`config.mk`:
```
export PLATFORM = sky130hd
export DESIGN_NAME = xadc_multichannel_packetizer
export DESIGN_NICKNAME = d
export VERILOG_FILES = /design/src/rtl/xadc_multichannel_packetizer.sv
export SDC_FILE = /design/constraint.sdc
export NUM_CORES = 1
export LEC_CHECK = 0
export CAP_MARGIN = 25
export CORE_MARGIN = 3
export CORE_UTILIZATION = 41
export CTS_CLUSTER_SIZE = 30
export DETAILED_ROUTE_END_ITERATION = 8
export PLACE_DENSITY = 0.85
export SLEW_MARGIN = 40
export SYNTH_ARGS = -nofsm -noshare
export SYNTH_HDL_FRONTEND = slang
export SYNTH_SLANG_ARGS = --single-unit
```
`constraint.sdc`:
```
create_clock -name clk -period 2.3 [get_ports clk]
set_input_delay 0.345 -clock clk [delete_from_list [all_inputs] [get_ports clk]]
set_output_delay 0.345 -clock clk [all_outputs]
set_load 0.05 [all_outputs]
```
`src/rtl/xadc_multichannel_packetizer.sv`:
```
// XADC multichannel packetizer: round-robin merge of 16-bit sample streams
// into 2-byte packets {chan_id, result[11:8]}, {result[7:0]} on an 8-bit stream.
// Disabled channels are drained and counted in a saturating dropped-sample counter.
module xadc_multichannel_packetizer #(
    parameter int NUM_CHANNELS = 2,
    parameter int SAMPLE_LSB   = 4,
    parameter int TLAST_MODE   = 0
) (
    input  logic                       clk,
    input  logic                       reset,
    input  logic [NUM_CHANNELS-1:0]    channel_enable,
    input  logic [16*NUM_CHANNELS-1:0] s_tdata,
    input  logic [NUM_CHANNELS-1:0]    s_tvalid,
    output logic [NUM_CHANNELS-1:0]    s_tready,
    output logic [7:0]                 m_tdata,
    output logic                       m_tvalid,
    input  logic                       m_tready,
    output logic                       m_tlast,
    output logic [15:0]                dropped_count
);

    localparam int   PTR_W          = (NUM_CHANNELS > 1) ? $clog2(NUM_CHANNELS) : 1;
    localparam logic TLAST_ON_SWEEP = (TLAST_MODE == 1);

    typedef enum logic [1:0] {
        AWAIT,
        SEND_UPPER,
        SEND_LOWER
    } state_t;

    state_t           state;
    logic [PTR_W-1:0] rr_ptr;
    logic [PTR_W-1:0] grant_idx;
    logic [PTR_W-1:0] high_idx;
    logic [PTR_W-1:0] next_ptr;
    logic             grant_found;
    logic             accept;
    logic             sweep_end;
    logic [11:0]      grant_sample;
    logic [7:0]       upper_byte;
    logic [7:0]       lower_hold;
    logic             eos_hold;
    logic [4:0]       drop_inc;
    logic [16:0]      drop_sum;
    logic             unused_sample_bits;

    // Sample bits outside the 12-bit result field are intentionally ignored
    assign unused_sample_bits = ^s_tdata;

    // Round-robin search: first enabled, valid channel at or above rr_ptr (wrapping)
    always_comb begin
        int               idx;
        logic [PTR_W-1:0] sel;
        grant_found = 1'b0;
        grant_idx   = '0;
        idx         = 0;
        sel         = '0;
        for (int k = 0; k < NUM_CHANNELS; k++) begin
            idx = int'(rr_ptr) + k;
            if (idx >= NUM_CHANNELS) begin
                idx = idx - NUM_CHANNELS;
            end
            sel = PTR_W'(idx);
            if (!grant_found && channel_enable[sel] && s_tvalid[sel]) begin
                grant_found = 1'b1;
                grant_idx   = sel;
            end
        end
    end

    // Select the granted channel's 12-bit result field
    always_comb begin
        grant_sample = '0;
        for (int k = 0; k < NUM_CHANNELS; k++) begin
            if (grant_idx == PTR_W'(k)) begin
                grant_sample = s_tdata[16*k+SAMPLE_LSB +: 12];
            end
        end
    end

    // Highest enabled channel marks the end of a sweep
    always_comb begin
        high_idx = '0;
        for (int k = 0; k < NUM_CHANNELS; k++) begin
            if (channel_enable[k]) begin
                high_idx = PTR_W'(k);
            end
        end
    end

    // A new sample may be taken when idle or while the lower byte is being handed off
    always_comb begin
        accept     = !reset && grant_found &&
                     ((state == AWAIT) || ((state == SEND_LOWER) && m_tready));
        sweep_end  = (grant_idx == high_idx);
        next_ptr   = (grant_idx == PTR_W'(NUM_CHANNELS - 1)) ? '0 : grant_idx + PTR_W'(1);
        upper_byte = {4'(grant_idx), grant_sample[11:8]};
    end

    // Disabled channels are always ready; enabled ones only on their own grant
    always_comb begin
        s_tready = '0;
        for (int k = 0; k < NUM_CHANNELS; k++) begin
            s_tready[k] = !channel_enable[k] || (accept && (grant_idx == PTR_W'(k)));
        end
    end

    // Count samples handshaken on disabled channels this cycle
    always_comb begin
        drop_inc = '0;
        for (int k = 0; k < NUM_CHANNELS; k++) begin
            if (!channel_enable[k] && s_tvalid[k]) begin
                drop_inc = drop_inc + 5'd1;
            end
        end
        drop_sum = {1'b0, dropped_count} + {12'b0, drop_inc};
    end

    // Packet FSM: latch on accept, emit upper then lower byte with registered outputs
    always_ff @(posedge clk) begin
        if (reset) begin
            state      <= AWAIT;
            rr_ptr     <= '0;
            m_tvalid   <= 1'b0;
            m_tlast    <= 1'b0;
            m_tdata    <= '0;
            lower_hold <= '0;
            eos_hold   <= 1'b0;
        end else if (accept) begin
            state      <= SEND_UPPER;
            m_tvalid   <= 1'b1;
            m_tdata    <= upper_byte;
            m_tlast    <= 1'b0;
            lower_hold <= grant_sample[7:0];
            eos_hold   <= sweep_end;
            rr_ptr     <= next_ptr;
        end else begin
            case (state)
                AWAIT: begin
                    m_tvalid <= 1'b0;
                end
                SEND_UPPER: begin
                    if (m_tready) begin
                        state   <= SEND_LOWER;
                        m_tdata <= lower_hold;
                        m_tlast <= TLAST_ON_SWEEP ? eos_hold : 1'b1;
                    end
                end
                SEND_LOWER: begin
                    if (m_tready) begin
                        state    <= AWAIT;
                        m_tvalid <= 1'b0;
                        m_tlast  <= 1'b0;
                        m_tdata  <= '0;
                    end
                end
                default: begin
                    state    <= AWAIT;
                    m_tvalid <= 1'b0;
                    m_tlast  <= 1'b0;
                end
            endcase
        end
    end

    // Saturating dropped-sample counter
    always_ff @(posedge clk) begin
        if (reset) begin
            dropped_count <= '0;
        end else if (drop_sum[16]) begin
            dropped_count <= 16'hFFFF;
        end else begin
            dropped_count <= drop_sum[15:0];
        end
    end

endmodule

```
# Yosys cells after proc, flatten, opt, wreduce, memory -nomap -nowiden
# Cells that the tools add are included.
totals:
  out_inout_bits: 28
  reg_bits: 37
op_classes:
  n_lt_le_gt_ge: 4
  bitwise_logic: 2
  n_addsub: 6
  mux: 32
  reduce_logical: 26
  eq_ne: 8
op_table:
  columns: ["cell", "count"]
  rows:
  - ["$mux 1", 20]
  - ["$add 16x5->17", 1]
  - ["$mux 16", 1]
  - ["$mux 8", 2]
  - ["$pmux 8 s2", 1]
  - ["$mux 12", 1]
  - ["$reduce_and 3->1", 4]
  - ["$logic_and 1x1->1", 10]
  - ["$mux 5", 2]
  - ["$ne 2x2->1 const B", 4]
  - ["$ne 3x3->1 const B", 2]
  - ["$pmux 2 s3", 1]
  - ["$add 5x1->5 const B", 1]
  - ["$logic_not 1->1", 4]
  - ["$lt 1x2->1 const B", 2]
  - ["$mux 2", 2]
  - ["$logic_or 1x1->1", 3]
  - ["$pmux 1 s3", 1]
  - ["$reduce_bool 3->1", 1]
  - ["$add 1x1->2 const B", 1]
  - ["$eq 2x1->1 const B", 1]
  - ["$eq 2x2->1 const B", 1]
  - ["$ge 1x2->1 const B", 1]
  - ["$ge 2x2->1 const B", 1]
  - ["8 further kinds", 10]

# Logic depth before layout (Yosys ltp)
# Gate-level depths: netlist (run 1).
logic_depth:
  word_depth: 14
  mapped_depth: 10

# Worst setup path before layout (run 1)
# OpenSTA, ideal clock, no wires.
synth_path:
  path_type: "register to output"
  from: "register, netlist name m_tlast"
  to: "output s_tready[0]"
  arrival_time_ps: 2136
  setup_slack_ps: -181
  t_required_ps: 1955
  n_path_buf: 1
  stages_incl_launch_ff: 5
  path_cell_list: "dfxtp_1 > buf_4 > nand2b_1 > nand3_1 > o21ai_0"
synth_rtl:
  columns: ["item", "line", "text"]
  rows:
  - ["end: declaration", "14", "output logic [NUM_CHANNELS-1:0] s_tready,"]

# Final worst setup path (run 1)
layout_path:
  from: "input channel_enable[1]"
  to: "register dropped_count[14]"
layout_via:
  elab_chain_len: 5
layout_lines:
  columns: ["item", "line", "text"]
  rows:
  - ["start: declaration", "11", "input logic [NUM_CHANNELS-1:0] channel_enable,"]
  - ["$logic_not 1->1", "112", "if (!channel_enable[k] && s_tvalid[k]) begin"]
  - ["$logic_and 1x1->1", "112", null]
  - ["$mux 5", "112", null]
  - ["$add 16x5->17", "116", "drop_sum = {1'b0, dropped_count} + {12'b0, drop_inc};"]
  - ["$mux 16", "170", "end else if (drop_sum[16]) begin"]
  - ["end signal: assignment", "173", "dropped_count <= drop_sum[15:0];"]
  - ["end: declaration", "19", "output logic [15:0] dropped_count"]
# No other way between the ends.
# A chain may end at the register's enable or synchronous reset.

==> flow_summary.yaml, run 1 <==
status:
  outcome: "complete, no violations"
cells_and_area:
  final_area_um2: 2830
  layout.cells.non_filler: 346
  drive_above_1_share_pct: 19.7
  nNetsFinal: 336
  syn_to_final_growth_pct: 44.9
  n_antenna_cell: 0
  fin_util_pct: 63.2
placement:
  placed_cells_incl_taps: 336
  dp.final_hpwl_um: 3700
  place_congestion: 0.804
  io_buffer_count: 58
  placed_cell_area_um2: 2710
clock_tree:
  root_buffer: "clkbuf_8"
  clock_latency_ns: 0.30
  cts_tree: "built"
  cts.sink_count: 36
  path_clk_slew_ns: 0.07
  htree_levels: 2
  cts_made_buffers: 5
  cts_buffer_depth: 2
  cts_hold_buf: 0
die:
  dieArea_um2: 5620
  die_w_um: 75.0
  io_pins: 67
  die_h_um: 75.0
  core_um2: 4470
  start_util_pct: 43.6
  placementRows: 24
drt:
  vias: 1886
  dr.pass1.iters: 4
  drt-initial-drc-count: 63
  routedWlPerCell_um: 14.2
  vias_per_cell: 5.45
  drc: 0
  drt_wl_total_um: 4910
  drtAntennaViolNets: 0
min_path:
  min_to: "lower_hold[4]$_SDFFE_PP0P_"
  hold_path_class: "register to register"
  hold_depth: 2
  hp-start: "lower_hold[4]$_SDFFE_PP0P_"
grt:
  antenna_found_initial: 0
  grt_first_pass_wirelength_um: 7930
  grt_start_max_net_pins: 34
  overflow: 0
  grt_pass1_vias: 1752
  gr-usage-all-layers_pct: 18.2
synthesis:
  ys_seq_area_share_pct: 36.9
  synth_seq_cells: 36
  syn_avg_cell_area_um2: 8.95
  synth_ff_type: "dfxtp_1"
  synth_edf_count: 0
  synth_warnings: 0
  async_flop_share_pct: 0
  synth_nets: 261
  synth_area_um2: 1950
  ys_types: 55
  synthCells: 218
power_and_ir_drop:
  vdd_drop_max_uv: 218
  leakage_nw: 1.05
  power_density_nw_per_um2: 541
critical_path:
  r2r_setup_slack_ns: 0.41
  crit_type: "input port to register"
  crit_chain: "clkdlybuf4s15_1 > and2b_1 > ha_1 > ha_2 > inv_2 > fa_2 > and2b_1 > and3_4 > nand4_1 > mux2_4"
  cpMaxStageDelayCell: "fa_2"
  cp_common_cell: "and2b_1"
  cp-start-kind: "input port"
  arrival_ns: 2.43
  critPathMaxFanout: 3
  cp.required_ns: 2.48
  r2r-start: "dropped_count[0]$_SDFF_PP0_"
  reg2reg_depth: 7
  crit_buf_inv: 2
  cpPeakStageDelay_ns: 0.32
  crit_start: "channel_enable[1]"
  cp-end-kind: "register"
  reg2reg_to: "dropped_count[14]$_SDFF_PP0_"
  path_delay_family: "simple AND/OR/NAND/NOR gates"
sta:
  finalSetupViolCount: 0
  hold_slack_ns: 0.507
  max_slew_margin_pct: 64.7
  finalHoldViolCount: 0
  tightest_slew_ns: 0.527
  period_share_pct: 97.7
  skew_ns: 0.00773
  final.min_clock_period_ns: 2.25
  max_freq_mhz: 445
  slew_violations: 0
  finalSetupTns_ns: 0
flow_run:
  cap_violations: 0
## per-layer routing
layer  global-route usage, %  wire length [um]
met5                       0                 0
met4                    6.32                68
met3                    5.61               296
met2                    28.9              2230
met1                    23.5              2320
## tightest hold or removal path: stages, from the launching register on
cell and delay, ns:
dfxtp_1 0.32, nor2_1 0.10, a211oi_1 0.05
## final cells by class
| cell class | instances | area [um^2] |
|---|---|---|
| flip-flops and latches | 36 | 721 |
| clock inverters | 2 | 10.0 |
| well taps | 52 | 65.1 |
| fillers | 357 | 1650 |
| clock buffers | 6 | 82.6 |
| inverters | 10 | 37.5 |
| repair buffers | 79 | 757 |
| multi-input cells | 161 | 1150 |
## how the worst max path moves through the flow
stage | to | slack [ns] | depth (start not counted)
2_1_floorplan | dropped_count[14]$_SDFF_PP0_ | 0.008 | 9
3_3_place_gp | dropped_count[14]$_SDFF_PP0_ | -0.46 | 10
3_5_place_dp | dropped_count[14]$_SDFF_PP0_ | -0.52 | 10
4_1_cts | dropped_count[14]$_SDFF_PP0_ | 0.004 | 10
5_1_grt | dropped_count[14]$_SDFF_PP0_ | -0.02 | 10
6_report | dropped_count[14]$_SDFF_PP0_ | 0.05 | 10
## layout by cell type, fill, tap and decap left out, drive strengths merged, types with 2 or more instances in the layout
master / count
or3: 3
nor2: 13
a22o: 3
nor2b: 5
buf: 23
ha: 3
dfxtp: 36
and3: 3
nand3b: 2
and4: 2
a311oi: 9
nand2: 23
a31oi: 7
and2b: 2
a211oi: 6
clkinv: 2
clkbuf: 6
xor2: 6
nand4: 5
inv: 10
nor3: 12
a22oi: 6
a21oi: 16
o21ai: 9
a21o: 2
and2: 2
mux2: 2
mux2i: 6
clkdlybuf4s15: 3
nand3: 2
or2: 2
clkdlybuf4s50: 52
## synth_stat cells (all sizes together) (5+ instances only)
library cell	count	share of area, %
nor3	12	3.9
a311oi	9	5.3
a211oi	6	2.3
dfxtp	36	37
nor2	13	2.6
a31oi	7	2.2
buf	8	2.6
nand4	5	2.4
inv	10	1.9
nand2	23	4.4
xor2	6	2.7
mux2i	6	3.1
nor2b	5	2.1
a22oi	6	2.6
o21ai	9	2.3
a21oi	16	4.1
## power by group
part | total [W] | internal [W] | switching (W) | leakage, nW
clock | 0.000467 | 0.000239 | 0.000228 | 0.0510
combinational | 0.000379 | 0.000174 | 0.000205 | 0.701
sequential | 0.000684 | 0.000658 | 0.0000268 | 0.293
total | 0.00153 | 0.00107 | 0.000461 | 1.05
## flip-flops by register name (all words and copies together) (netlist names)
register and count:
rr_ptr 1, state 1, m_tvalid 1, lower_hold 8, m_tdata 8, m_tlast 1
dropped_count 16
## metrics by stage
step	power [W]	setup slack [ns]
finish	0.00153	0.0533
global placement	0.00107	-0.456
detailed placement	0.00108	-0.520
floorplan	0.000925	0.00758
CTS	0.00153	0.00423
global route	0.00160	-0.0171
## timing repair
action	4_1_cts	5_1_grt
gates resized for setup	6	6
pin swaps	2	3
endpoints found under the setup margin	16	8
buffers inserted	1	1
## cell families after synthesis
| family | count (synthesis) | synth area share [%] |
|---|---|---|
| compound gates | 62 | 23.9 |
| xor+xnor | 6 | 2.69 |
| fa+ha+maj | 4 | 2.95 |
| buf+inv | 21 | 5.06 |
| flops | 36 | 36.9 |
| mux | 8 | 4.23 |
| simple gates | 81 | 24.2 |
Power figures use the tool's default switching activity.
==> run 2, diff against run 1 <==
Settings changed: CTS_CLUSTER_DIAMETER set to 150.
==> results of run 2 <==
Final layout, timing and power as in run 1 (identical DEF).
